===== config.mk =====
export PLATFORM = sky130hd
export DESIGN_NAME = servo_pwm_scanner
export DESIGN_NICKNAME = d
export VERILOG_FILES = /design/src/rtl/servo_pwm_scanner.sv
export SDC_FILE = /design/constraint.sdc
export NUM_CORES = 1
export LEC_CHECK = 0
export CAP_MARGIN = 25
export CELL_PAD_IN_SITES_DETAIL_PLACEMENT = 0
export CELL_PAD_IN_SITES_GLOBAL_PLACEMENT = 1
export CORE_MARGIN = 5
export CORE_UTILIZATION = 29
export DETAILED_ROUTE_END_ITERATION = 8
export GPL_ROUTABILITY_DRIVEN = 0
export PLACE_DENSITY_LB_ADDON = 0.1
export SLEW_MARGIN = 20
export SYNTH_ARGS = -nofsm -noshare
export SYNTH_HDL_FRONTEND = slang
export SYNTH_SLANG_ARGS = --single-unit

===== constraint.sdc =====
create_clock -name clk -period 7.8 [get_ports clk]
set_input_delay 1.17 -clock clk [delete_from_list [all_inputs] [get_ports clk]]
set_output_delay 1.17 -clock clk [all_outputs]
set_load 0.05 [all_outputs]

===== src/rtl/servo_pwm_scanner.sv =====
// servo_pwm_scanner
//   Reads NUM_CH servo pulse widths (in microseconds) from a RAM via its
//   read-only port B and produces one PWM output per channel. A frame is
//   FRAME_TICKS ticks long, and one tick is CLK_DIV clks (1 us).
//
//   Widths are double buffered. A scan fills shadow[], and shadow[] is
//   copied into active[] at the frame wrap. RAM writes made while a frame
//   is running therefore only take effect in the following frame. The
//   rescan starts at the tick that enters the last tick of a frame. It
//   finishes within that tick (3*NUM_CH+2 <= CLK_DIV), so each frame uses
//   the RAM contents sampled just before the frame begins.
//
// Ports
//   clk         : clock; every flop is rising-edge
//   rst_n       : asynchronous active-low reset
//   enable      : run while high; low stops the outputs and returns to IDLE
//   addr_b      : RAM port-B read address (registered)
//   we_b        : RAM port-B write enable (always 0)
//   data_b      : RAM port-B write data (always 0)
//   q_b         : RAM port-B registered read data
//   pwm_out     : servo pulse outputs (registered)
//   frame_start : one-clk pulse when a frame begins
//   load_done   : one-clk pulse when every shadow width has been captured
module servo_pwm_scanner #(
  parameter int ADDR_WIDTH  = 8,
  parameter int DATA_WIDTH  = 16,
  parameter int NUM_CH      = 8,
  parameter int BASE_ADDR   = 0,
  parameter int CLK_DIV     = 50,
  parameter int FRAME_TICKS = 20000,
  parameter int MIN_US      = 500,
  parameter int MAX_US      = 2500
) (
  input  logic                  clk,
  input  logic                  rst_n,
  input  logic                  enable,
  output logic [ADDR_WIDTH-1:0] addr_b,
  output logic                  we_b,
  output logic [DATA_WIDTH-1:0] data_b,
  input  logic [DATA_WIDTH-1:0] q_b,
  output logic [NUM_CH-1:0]     pwm_out,
  output logic                  frame_start,
  output logic                  load_done
);

  localparam int FC_W  = (FRAME_TICKS > 1) ? $clog2(FRAME_TICKS) : 1;
  localparam int PS_W  = (CLK_DIV > 1) ? $clog2(CLK_DIV) : 1;
  localparam int CH_W  = (NUM_CH > 1) ? $clog2(NUM_CH) : 1;
  localparam int CMP_W = (FC_W > DATA_WIDTH) ? FC_W : DATA_WIDTH;

  typedef enum logic [2:0] {
    IDLE    = 3'd0,
    RD_ADDR = 3'd1,
    RD_WAIT = 3'd2,
    RD_CAP  = 3'd3,
    RUN     = 3'd4
  } state_e;

  state_e                state_q;
  logic [CH_W-1:0]       ch_q;
  logic [ADDR_WIDTH-1:0] addr_b_q;
  logic                  load_done_q;
  logic [PS_W-1:0]       presc_q, presc_d;
  logic [FC_W-1:0]       frame_cnt_q, frame_cnt_d;
  logic                  running_q, running_d;
  logic                  frame_start_q, frame_start_d;

  logic [DATA_WIDTH-1:0] q_clamped;
  logic                  tick;
  logic                  wrap;
  logic                  reload;
  logic                  last_cap;
  logic                  first_load;
  logic                  copy_en;

  assign we_b        = 1'b0;
  assign data_b      = '0;
  assign addr_b      = addr_b_q;
  assign load_done   = load_done_q;
  assign frame_start = frame_start_q;

  // Zero means "channel off". Any other width is forced into [MIN_US, MAX_US].
  always_comb begin
    q_clamped = q_b;
    if (q_b == '0) begin
      q_clamped = '0;
    end else if (q_b < DATA_WIDTH'(MIN_US)) begin
      q_clamped = DATA_WIDTH'(MIN_US);
    end else if (q_b > DATA_WIDTH'(MAX_US)) begin
      q_clamped = DATA_WIDTH'(MAX_US);
    end
  end

  // The timebase only runs once the first scan after enable has completed.
  assign tick     = running_q && (presc_q == PS_W'(CLK_DIV - 1));
  assign wrap     = tick && (frame_cnt_q == FC_W'(FRAME_TICKS - 1));
  // Start the rescan when the last tick of the frame begins. It finishes
  // before the wrap.
  assign reload   = (state_q == RUN) && tick && (frame_cnt_q == FC_W'(FRAME_TICKS - 2));
  assign last_cap = (state_q == RD_CAP) && (ch_q == CH_W'(NUM_CH - 1));
  // The first scan after enable starts frame 0 right away. It does not
  // wait for a wrap.
  assign first_load = enable && last_cap && !running_q;
  assign copy_en    = first_load || (enable && wrap);

  always_comb begin
    presc_d       = presc_q;
    frame_cnt_d   = frame_cnt_q;
    running_d     = running_q;
    frame_start_d = 1'b0;
    if (!enable) begin
      presc_d     = '0;
      frame_cnt_d = '0;
      running_d   = 1'b0;
    end else if (first_load) begin
      running_d     = 1'b1;
      presc_d       = '0;
      frame_cnt_d   = '0;
      frame_start_d = 1'b1;
    end else if (running_q) begin
      presc_d = tick ? '0 : presc_q + 1'b1;
      if (wrap) begin
        frame_cnt_d   = '0;
        frame_start_d = 1'b1;
      end else if (tick) begin
        frame_cnt_d = frame_cnt_q + 1'b1;
      end
    end
  end

  // Scan FSM plus the frame timebase registers.
  always_ff @(posedge clk or negedge rst_n) begin
    if (!rst_n) begin
      state_q       <= IDLE;
      ch_q          <= '0;
      addr_b_q      <= '0;
      load_done_q   <= 1'b0;
      presc_q       <= '0;
      frame_cnt_q   <= '0;
      running_q     <= 1'b0;
      frame_start_q <= 1'b0;
    end else begin
      presc_q       <= presc_d;
      frame_cnt_q   <= frame_cnt_d;
      running_q     <= running_d;
      frame_start_q <= frame_start_d;
      load_done_q   <= 1'b0;
      if (!enable) begin
        state_q <= IDLE;
        ch_q    <= '0;
      end else begin
        case (state_q)
          IDLE: begin
            ch_q    <= '0;
            state_q <= RD_ADDR;
          end
          RD_ADDR: begin
            addr_b_q <= ADDR_WIDTH'(BASE_ADDR) + ADDR_WIDTH'(ch_q);
            state_q  <= RD_WAIT;
          end
          // The RAM registers addr_b on this edge. q_b holds the word
          // during RD_CAP.
          RD_WAIT: state_q <= RD_CAP;
          RD_CAP: begin
            if (last_cap) begin
              load_done_q <= 1'b1;
              state_q     <= RUN;
            end else begin
              ch_q    <= ch_q + 1'b1;
              state_q <= RD_ADDR;
            end
          end
          RUN: begin
            if (reload) begin
              ch_q    <= '0;
              state_q <= RD_ADDR;
            end
          end
          default: state_q <= IDLE;
        endcase
      end
    end
  end

  // Per-channel shadow/active width registers and pulse comparator.
  for (genvar gi = 0; gi < NUM_CH; gi++) begin : g_ch
    localparam bit IS_LAST = (gi == NUM_CH - 1);
    logic [DATA_WIDTH-1:0] shadow_q;
    logic [DATA_WIDTH-1:0] active_q, active_d;
    logic                  pwm_q, pwm_d;

    // On the first load, the last channel is captured on the same edge as
    // the copy. Its value is therefore taken directly from the clamp.
    always_comb begin
      active_d = active_q;
      if (copy_en) begin
        active_d = (first_load && IS_LAST) ? q_clamped : shadow_q;
      end
    end

    // The comparison uses next-state values. pwm_out is then aligned with
    // frame_cnt, and the pulse lasts exactly active*CLK_DIV clks.
    assign pwm_d = running_d && (CMP_W'(frame_cnt_d) < CMP_W'(active_d));

    always_ff @(posedge clk or negedge rst_n) begin
      if (!rst_n) begin
        shadow_q <= '0;
        active_q <= '0;
        pwm_q    <= 1'b0;
      end else begin
        if (enable && (state_q == RD_CAP) && (ch_q == CH_W'(gi))) begin
          shadow_q <= q_clamped;
        end
        active_q <= active_d;
        pwm_q    <= pwm_d;
      end
    end

    assign pwm_out[gi] = pwm_q;
  end

endmodule

# ---- Yosys cells after proc, flatten, opt, wreduce, memory -nomap -nowiden
# Index checks and enable logic that the tools add are counted.
dict set report op_classes {
  n_addsub 3
  n_lt_le_gt_ge 10
  eq_ne 18
  n_mux 38
  reduce_logical 32
}
# operator n
set ops {}
lappend ops {{16-bit two-way mux} 12}
lappend ops {{15-bit by 16-bit less-than comparator with 1-bit output} 8}
lappend ops {{15-bit two-way mux} 5}
lappend ops {{15-bit equality test (second input constant)} 2}
lappend ops {{1-bit logical AND} 25}
lappend ops {{6-bit two-way mux} 4}
lappend ops {{3-bit two-way mux} 6}
lappend ops {{16-bit by 12-bit > comparator with 1-bit output (second input constant)} 1}
lappend ops {{16-bit logical NOT} 1}
lappend ops {{16-bit by 9-bit less-than comparator with 1-bit output (second input constant)} 1}
lappend ops {{15-bit by 1-bit adder with 15-bit output (second input constant)} 1}
lappend ops {{3-bit equality test (second input constant)} 5}
lappend ops {{3-bit case mux with 5 select lines} 1}
lappend ops {{3-bit by 2-bit equality test with 1-bit output (second input constant)} 4}
lappend ops {{1-bit two-way mux} 9}
lappend ops {{3-bit case mux with 3 select lines} 1}
lappend ops {{6-bit by 1-bit adder with 6-bit output (second input constant)} 1}
lappend ops {{3-bit by 1-bit equality test with 1-bit output (second input constant)} 2}
lappend ops {{6-bit equality test (second input constant)} 1}
lappend ops {{3-bit logical NOT} 2}
lappend ops {{3-bit != test (second input constant)} 2}
lappend ops {{4-bit by 1-bit != test with 1-bit output (second input constant)} 1}
lappend ops {{3-bit by 1-bit adder with 3-bit output (second input constant)} 1}
lappend ops {{3-bit by 1-bit != test with 1-bit output (second input constant)} 1}
lappend ops {{other kinds (4)} 4}
dict set report word_totals {
  ff_bits 297
  input_bits 19
  output_inout_bits 35
  word_cells 133
}

# ---- Depth between registers and ports, before layout
# Gate-level depths: netlist of the first run.
dict set report logic_depth {
  depth_word 9
  ltp_mapped 17
}

# ---- Worst setup path after synthesis of the first run
# OpenSTA, ideal clock, no wires.
dict set report synth_timing {
  path_kind {input -> register}
  from {input port enable}
  to {register g_ch[4].pwm_q}
  setup_time_ns 0.131
  t_arrival_ns 4.132
  required_ns 7.669
  setup_slack_ns 3.537
  stages 13
  cell_sequence {nand4b_1 > or3_1 > clkbuf_1 > nand3_1 > clkbuf_1 > nor2_1 > ha_1 > o21ai_0 > a2111oi_0 > a2111oi_0 > and2_1 > a221oi_1 > a31oi_1}
}
dict set report synth_via {
  elab_chain_len 6
}
# item line_no
set synth_lines {}
lappend synth_lines {{from (decl)} 36} ;# input logic enable,
lappend synth_lines {{1-bit logical AND (2 in series)} 103} ;# assign first_load = enable && last_cap && !running_q;
lappend synth_lines {{15-bit two-way mux} 115} ;# end else if (first_load) begin
lappend synth_lines {{15-bit two-way mux *} 111} ;# if (!enable) begin
lappend synth_lines {{via frame_cnt_d[3]} 64} ;# logic [FC_W-1:0] frame_cnt_q, frame_cnt_d;
lappend synth_lines {{15-bit by 16-bit less-than comparator with 1-bit output *} 203} ;# assign pwm_d = running_d && (CMP_W'(frame_cnt_d) < CMP_W'(active_d));
lappend synth_lines {{1-bit logical AND *} 203}
lappend synth_lines {{via g_ch[4].pwm_d} 190} ;# logic pwm_q, pwm_d;
lappend synth_lines {{to (signal assigned)} 215} ;# pwm_q <= pwm_d;
lappend synth_lines {{to (decl)} 190}
# The timed path passes the listed nets; every way through them passes the cells marked *.
# A chain may end at the register's enable or synchronous reset.

# ---- Final worst setup path of the first run
dict set report layout_timing {
  from {input port enable}
  to {register g_ch[1].pwm_q}
}
dict set report layout_via {
  elab_chain_len 6
}
# item line_no
set layout_lines {}
lappend layout_lines {{1-bit logical AND (2 in series)} 103}
lappend layout_lines {{15-bit two-way mux / 1-bit logical OR (equally long branches)} {115, 104}}
lappend layout_lines {{15-bit two-way mux / 16-bit two-way mux (equally long branches)} {111, 196}}
lappend layout_lines {{15-bit by 16-bit less-than comparator with 1-bit output} 203}
lappend layout_lines {{1-bit logical AND *} 203}
lappend layout_lines {{via g_ch[1].pwm_d} 190}
lappend layout_lines {{to (signal assigned)} 215}
lappend layout_lines {{to (decl)} 190}
# Marked as above.

==> out/results.txt, run 1 <==
register bit total from synthesis - 297
Final Setup Violations - 0
total track usage - 14.7%
DRT antenna net count - 0
Clock Sinks - 297
Yosys Warn Count - 0
core outline area - 50200 um^2
f_max - 183 MHz
area occupied by multi-input gates - 6400 um^2
register area - 7430 um^2
Crit Path Category - input pin to register
worst skew pair latency - 550 ps
Rel. slew slack - 25.3%
Hold Path Class - register to register
Post-synth EDFFs - 0
largest net degree at the start of global routing - 129
Max H-tree Level - 2
max-cap viol count - 0
Worst path most repeated cell - buf_4
final worst slack - 2330 ps
cell with the most instances after synthesis - dfrtp_1
area leader, netlist - dfrtp_1
Buf+Inv Stages, Crit Path - 5
Max Slew Vio Count - 0
Final #Nets - 1566
vias in the first global route - 9886
crit-path max FO - 46
share of layout cells above drive strength 1 - 8.95%
average size of a mapped cell - 10.7 um^2
DRT iter0 DRCs - 488
Net Switching - 785 uW
CTS Hold Bufs - 0
worst vdd rail ir drop - 113 uV
drt first pass iters - 4
CTS clk-pin slew, worst paths - 50 ps
final core occ - 34.0%
Mapped Cells - 1370
post-synthesis compound-gate area fraction - 10.4%
P&R area growth vs syn - 16.1%
part of the cycle the worst path needs - 70.1%
clock buffer depth - 3
PwrDens - 204 nW/um^2
Switching Fraction - 22.6%
mux share of post-synthesis cell area - 9.47%
vias per cell - 4.56
Place WS - 1820 ps
mean routed wirelength per cell - 19.0 um
CP endpoint kind - register
port buffer count - 31
placed cells - 2052
Post-synth top cells - 297 x dfrtp_1, 159 x nand2_1, 137 x o21ai_0
largest incremental delay on the critical path - 590 ps
Layout Cells excl Fill - 2124
ys async rst share - 100%
Final TNS setup - 0 ps
I/O Pins - 54
ys flop type - dfrtp_1
# fillers - 5035
Die Width - 235 um
synthesized cell area - 14700 um^2
first-pass GRT wire length - 63700 um
Leak Pwr - 0.00879 uW
clk root buf - clkbuf_16
worst path arrival time - 5870 ps
Combinational Power Share - 3.2%
Power Internal - 2680 uW
Final Power - 3470 uW
DRC viols - 0
CTS buffer count - 38
Worst setup SP type - input pin
initial antenna violation count - 0
CP Cell Sequence - clkdlybuf4s50_1, buf_4, nand4b_1, nor3_2, buf_4, nor2_4, inv_6, buf_4, mux2i_1, ha_1, nand4_1, a2111oi_0, a2111oi_0, and2_1, a221oi_1, a31oi_1
Clock Skew - 18.7 ps
Clk pwr share - 51.4%
simple-gate share of the synthesized area - 12.0%
Final Hold Viols - 0
worst slew pin tran - 1090 ps
status - finished clean
Adder-Cell Fraction of Synth Area - 10.4%
crit-path leading delay family - buffers and inverters
slowest CP cell - a2111oi_0
routed wire length - 40400 um
post_cts resized - 0
Synth area leaders - dfrtp_1 51%, ha_1 10%, mux2i_1 8.1%, o21ai_0 4.7%, nand2_1 4.1%
TritonCTS clock tree - built
fin crit period - 5470 ps
Unique masters post-synth - 66
die height - 235 um
RSZ-0062 raised after global routing - false
WP data required - 8210 ps
Via Count - 9694
Detail Placement HPWL - 27900 um
total grt overflow - 0
# rows - 82
die footprint - 55200 um^2
Synth Area in XOR/XNOR - 0.716%
n_diodes - 0
largest family of logic cells by synthesized area - simple AND/OR/NAND/NOR gates
share of power burned in registers - 45.5%
Post-CTS Setup Inserts - 0
Synth top area share - 50.6%
register area share after synthesis - 50.6%
initial core utilization - 29.3%
[cells in the final DEF (no fill, tap or decap), types with 12 or more instances in the layout]
| cell | instances |
|---|---|
| a21oi_1 | 26 |
| mux2i_1 | 119 |
| nand4_1 | 18 |
| clkdlybuf4s50_1 | 30 |
| inv_1 | 117 |
| clkbuf_8 | 12 |
| nand3_1 | 27 |
| a31oi_1 | 12 |
| dfrtp_1 | 297 |
| and3_1 | 15 |
| ha_1 | 122 |
| nand2_1 | 159 |
| and2_1 | 41 |
| buf_4 | 30 |
| o21ai_0 | 137 |
| conb_1 | 22 |
| clkbuf_16 | 39 |
| nor2_1 | 37 |
[metrics by stage]
| step | cell area, um^2 | hold slack, ps |
|---|---|---|
| after detailed placement | 15700 | 460 |
| after global placement | 15700 | 462 |
| final | 17000 | 470 |
| after global routing | 17000 | 498 |
| after floorplan | 14800 | 437 |
| after CTS | 17000 | 474 |
[metal layers]
layer	vias to the layer above	GRT usage, %	part of all wire [%]
met3	50	2.12	3.3
met2	113	21.5	42
li1	4822	-	-
met4	0	3.73	1.9
met5	-	0	0
met1	4709	22.8	53
[flip-flops by register name, summed over array words and instances (netlist names)]
register	cells
g_ch.active_q	128
g_ch.shadow_q	128
frame_cnt_q	15
g_ch.pwm_q	8
presc_q	6
addr_b	3
ch_q	3
state_q	3
frame_start	1
load_done	1
running_q	1
[cells by family after synthesis]
| family | Yosys count |
|---|---|
| fa+ha+maj | 122 |
| buf+inv | 192 |
| mux | 135 |
| compound gates | 257 |
| simple gates | 354 |
| flops | 297 |
| other cells | 1 |
| xor+xnor | 12 |
[worst reg2reg max path, delay by kind of cell (launching register included)]
| kind | cells | cell delay [ps] |
|---|---|---|
| muxes | 1 | 390 |
| buffers and inverters | 2 | 960 |
| and+or+nand+nor | 6 | 1650 |
| AOI/OAI and AO/OA | 4 | 1270 |
| DFF | 1 | 410 |
| adders and majority gates | 1 | 220 |
[power groups by stage]
stage	Clock, uW	Sequential (uW)	Combinational, uW
after floorplan	0	1600	59.9
after global placement	0	1610	111
after detailed placement	0	1610	111
after CTS	1850	1580	111
after global routing	1910	1580	125
final	1780	1580	110
[final cells by class]
cell class | count | share of cell area (%)
inverter | 119 | 2.65
clock buffer | 59 | 6.87
sequential | 297 | 43.6
tap | 672 | 4.93
multi-input combinational | 902 | 37.6
clock inverter | 8 | 0.565
timing repair buffer | 67 | 3.80
[worst paths after layout]
path / cells after the start / slack (ps) / start / endpoint
worst max register to register: 14 / 2770 / frame_cnt_q[6] / g_ch[1].pwm_q
min in group asynchronous: 1 / 690 / rst_n / g_ch[7].active_q[6]
max in group asynchronous: 2 / 5870 / rst_n / g_ch[6].active_q[13]
worst min-delay path: 2 / 470 / g_ch[0].active_q[0] / g_ch[0].active_q[0]
worst max-delay path: 16 / 2330 / enable / g_ch[1].pwm_q
worst min register to register: 2 / 470 / g_ch[0].active_q[0] / g_ch[0].active_q[0]
Note: power is estimated with default switching activity, not from simulation.
==> run 2, diff against run 1 <==
- clock period: 7.8 -> 4.9 ns (I/O delays scaled with it)
==> out/results.txt, run 2 (synthesized netlist as in run 1, its figures left out) <==
CP Cell Sequence - ha_1, and4bb_2, and2_1, nand2_1, nand3_1, buf_4, nor2_1, buf_4, ha_1, nand4_1, a211oi_1, a2111oi_0, and2_1, nand3_1, a31oi_1
CP Launch Point - presc_q[0]
Clock Sinks - 297 (unchanged)
total grt overflow - 0 (unchanged)
Net Switching - 1260 uW (+61%)
I/O Pins - 54 (unchanged)
Max H-tree Level - 2 (unchanged)
part of the cycle the worst path needs - 91.4%
# rows - 82 (unchanged)
clk root buf - clkbuf_16
total track usage - 14.5% (-0.26 points)
DRT antenna net count - 0 (unchanged)
PwrDens - 327 nW/um^2 (+61%)
slowest CP cell - a2111oi_0
Final Hold Viols - 0 (unchanged)
Power Internal - 4370 uW (+63%)
Worst setup SP type - register
Final #Nets - 1579 (+0.83%)
commonest non-fill, non-tap cell in the layout - dfrtp_1
mean routed wirelength per cell - 18.7 um (-1.9%)
final worst slack - 419 ps (-1910 ps)
placed cells - 2068 (+0.78%)
TritonCTS clock tree - built
worst vdd rail ir drop - 181 uV (+59%)
commonest cells after routing, fill and taps aside - 297 x dfrtp_1, 159 x nand2_1, 137 x o21ai_0
die footprint - 55200 um^2 (unchanged)
first-pass GRT wire length - 62500 um (-1.9%)
n_diodes - 0 (unchanged)
Via Count - 9692 (-0.021%)
CP endpoint kind - register
Reg-to-Reg End - g_ch[6].pwm_q
Top Registers - g_ch.active_q: 128 flops, g_ch.shadow_q: 128 flops, frame_cnt_q: 15 flops
port buffer count - 31 (unchanged)
CTS clk-pin slew, worst paths - 60 ps (about the same)
initial core utilization - 29.3% (unchanged)
crit-path max FO - 14 (-70%)
worst skew pair latency - 550 ps (about the same)
Place WS - 12.6 ps (-1800 ps)
die height - 235 um (unchanged)
Hold Path Class - input pin to asynchronous set/reset pin
Final Setup Violations - 0 (unchanged)
worst reg2reg path startpoint - presc_q[0]
Rel. slew slack - 36.1% (+11 points)
Clock Skew - 28.4 ps (+9.68 ps)
worst path arrival time - 4930 ps (-940 ps)
DRT iter0 DRCs - 518 (+6.1%)
Max Slew Vio Count - 0 (unchanged)
WP data required - 5350 ps (-2860 ps)
worst slew pin tran - 934 ps (-158 ps)
final core occ - 34.3% (+0.33 points)
Leak Pwr - 0.00888 uW (+1.0%)
DRC viols - 0 (unchanged)
Layout Cells excl Fill - 2139 (+0.71%)
worst reg2reg setup slack - 420 ps (-2350 ps)
fin crit period - 4480 ps
core outline area - 50200 um^2 (unchanged)
CTS buffer count - 38 (unchanged)
vias in the first global route - 9886 (unchanged)
share of power burned in registers - 44.6% (-0.9 points)
drt first pass iters - 7 (+3)
reg2reg path depth - 15 (+1)
largest net degree at the start of global routing - 102 (-21%)
P&R area growth vs syn - 17.2%
Die Width - 235 um (unchanged)
worst hold slack - 239 ps (-231 ps)
status - finished clean
f_max - 223 MHz
Detail Placement HPWL - 28100 um (+0.79%)
Clk pwr share - 52.3% (+0.9 points)
share of layout cells above drive strength 1 - 10.2% (+1.3 points)
vias per cell - 4.53 (-0.72%)
largest incremental delay on the critical path - 820 ps (+230 ps)
max-cap viol count - 0 (unchanged)
clock buffer depth - 3 (unchanged)
Crit Path Category - register to register
Combinational Power Share - 3.1% (about the same)
RSZ-0062 raised after global routing - false
initial antenna violation count - 0 (unchanged)
Switching Fraction - 22.4% (-0.24 points)
routed wire length - 39900 um (-1.2%)
run 2: cell types whose count changed in the layout (fill, tap and decap cells not counted), moves of 4 or more:
cell	change
buf_4	+13
clkinv_2	+5
clkbuf_8	-4
nor2_1	-4
nor2_2	+4
run 2: worst max-delay path: cells and delay by family (launching register included):
| kind | cells | cell delay, ps |
|---|---|---|
| adders and majority gates | 2 | 430 |
| buffers and inverters | 2 | 470 |
| DFF | 1 | 420 |
| and+or+nand+nor | 8 | 1920 |
| AOI/OAI and AO/OA | 3 | 1130 |
run 2: routing by layer:
metal | vias up | track usage, % | part of all wire, %
li1 | 4841 | - | -
met1 | 4703 | 21.5 | 51
met2 | 103 | 22.3 | 44
met3 | 45 | 1.98 | 2.9
met4 | 0 | 3.84 | 1.9
met5 | - | 0 | 0
run 2: worst max-delay path by stage:
stage | endpoint | slack [ps] | cells past startpoint
after CTS | g_ch[4].pwm_q | 250 | 16
after detailed placement | g_ch[4].pwm_q | 10 | 15
final | g_ch[6].pwm_q | 420 | 15
after global routing | g_ch[1].pwm_q | 20 | 17
after global placement | g_ch[4].pwm_q | -60 | 15
after floorplan | g_ch[4].pwm_q | 1070 | 13
run 2: final cells by class:
| type | count | area [um^2] |
|---|---|---|
| Multi-Input combinational cell | 902 | 6410 |
| Tap cell | 672 | 841 |
| Clock inverter | 17 | 220 |
| Timing Repair Buffer | 80 | 748 |
| Inverter | 119 | 452 |
| Fill cell | 5077 | 33000 |
| Clock buffer | 52 | 1100 |
| Sequential cell | 297 | 7430 |
run 2: power by group through the flow:
stage,combinational (uW),sequential [uW],clock [uW]
finish,174,2510,2950
floorplan,95.3,2550,0
CTS,180,2510,3060
global placement,178,2550,0
detailed placement,180,2550,0
global route,198,2510,3160
run 2: timing repair:
action | CTS | global route
hold endpoints to repair | 0 | 0
setup buffers | 0 | 0
endpoints found under the setup margin | 0 | 5
hold buffers | 0 | 0
resized for setup | 0 | 3
run 2: stage by stage:
step	instance area [um^2]	TNS (ps)	power, uW
floorplan	14800	0	2640
global placement	15800	-63.3	2730
global route	17200	0	5870
finish	17200	0	5630
CTS	17200	0	5750
detailed placement	15900	0	2730
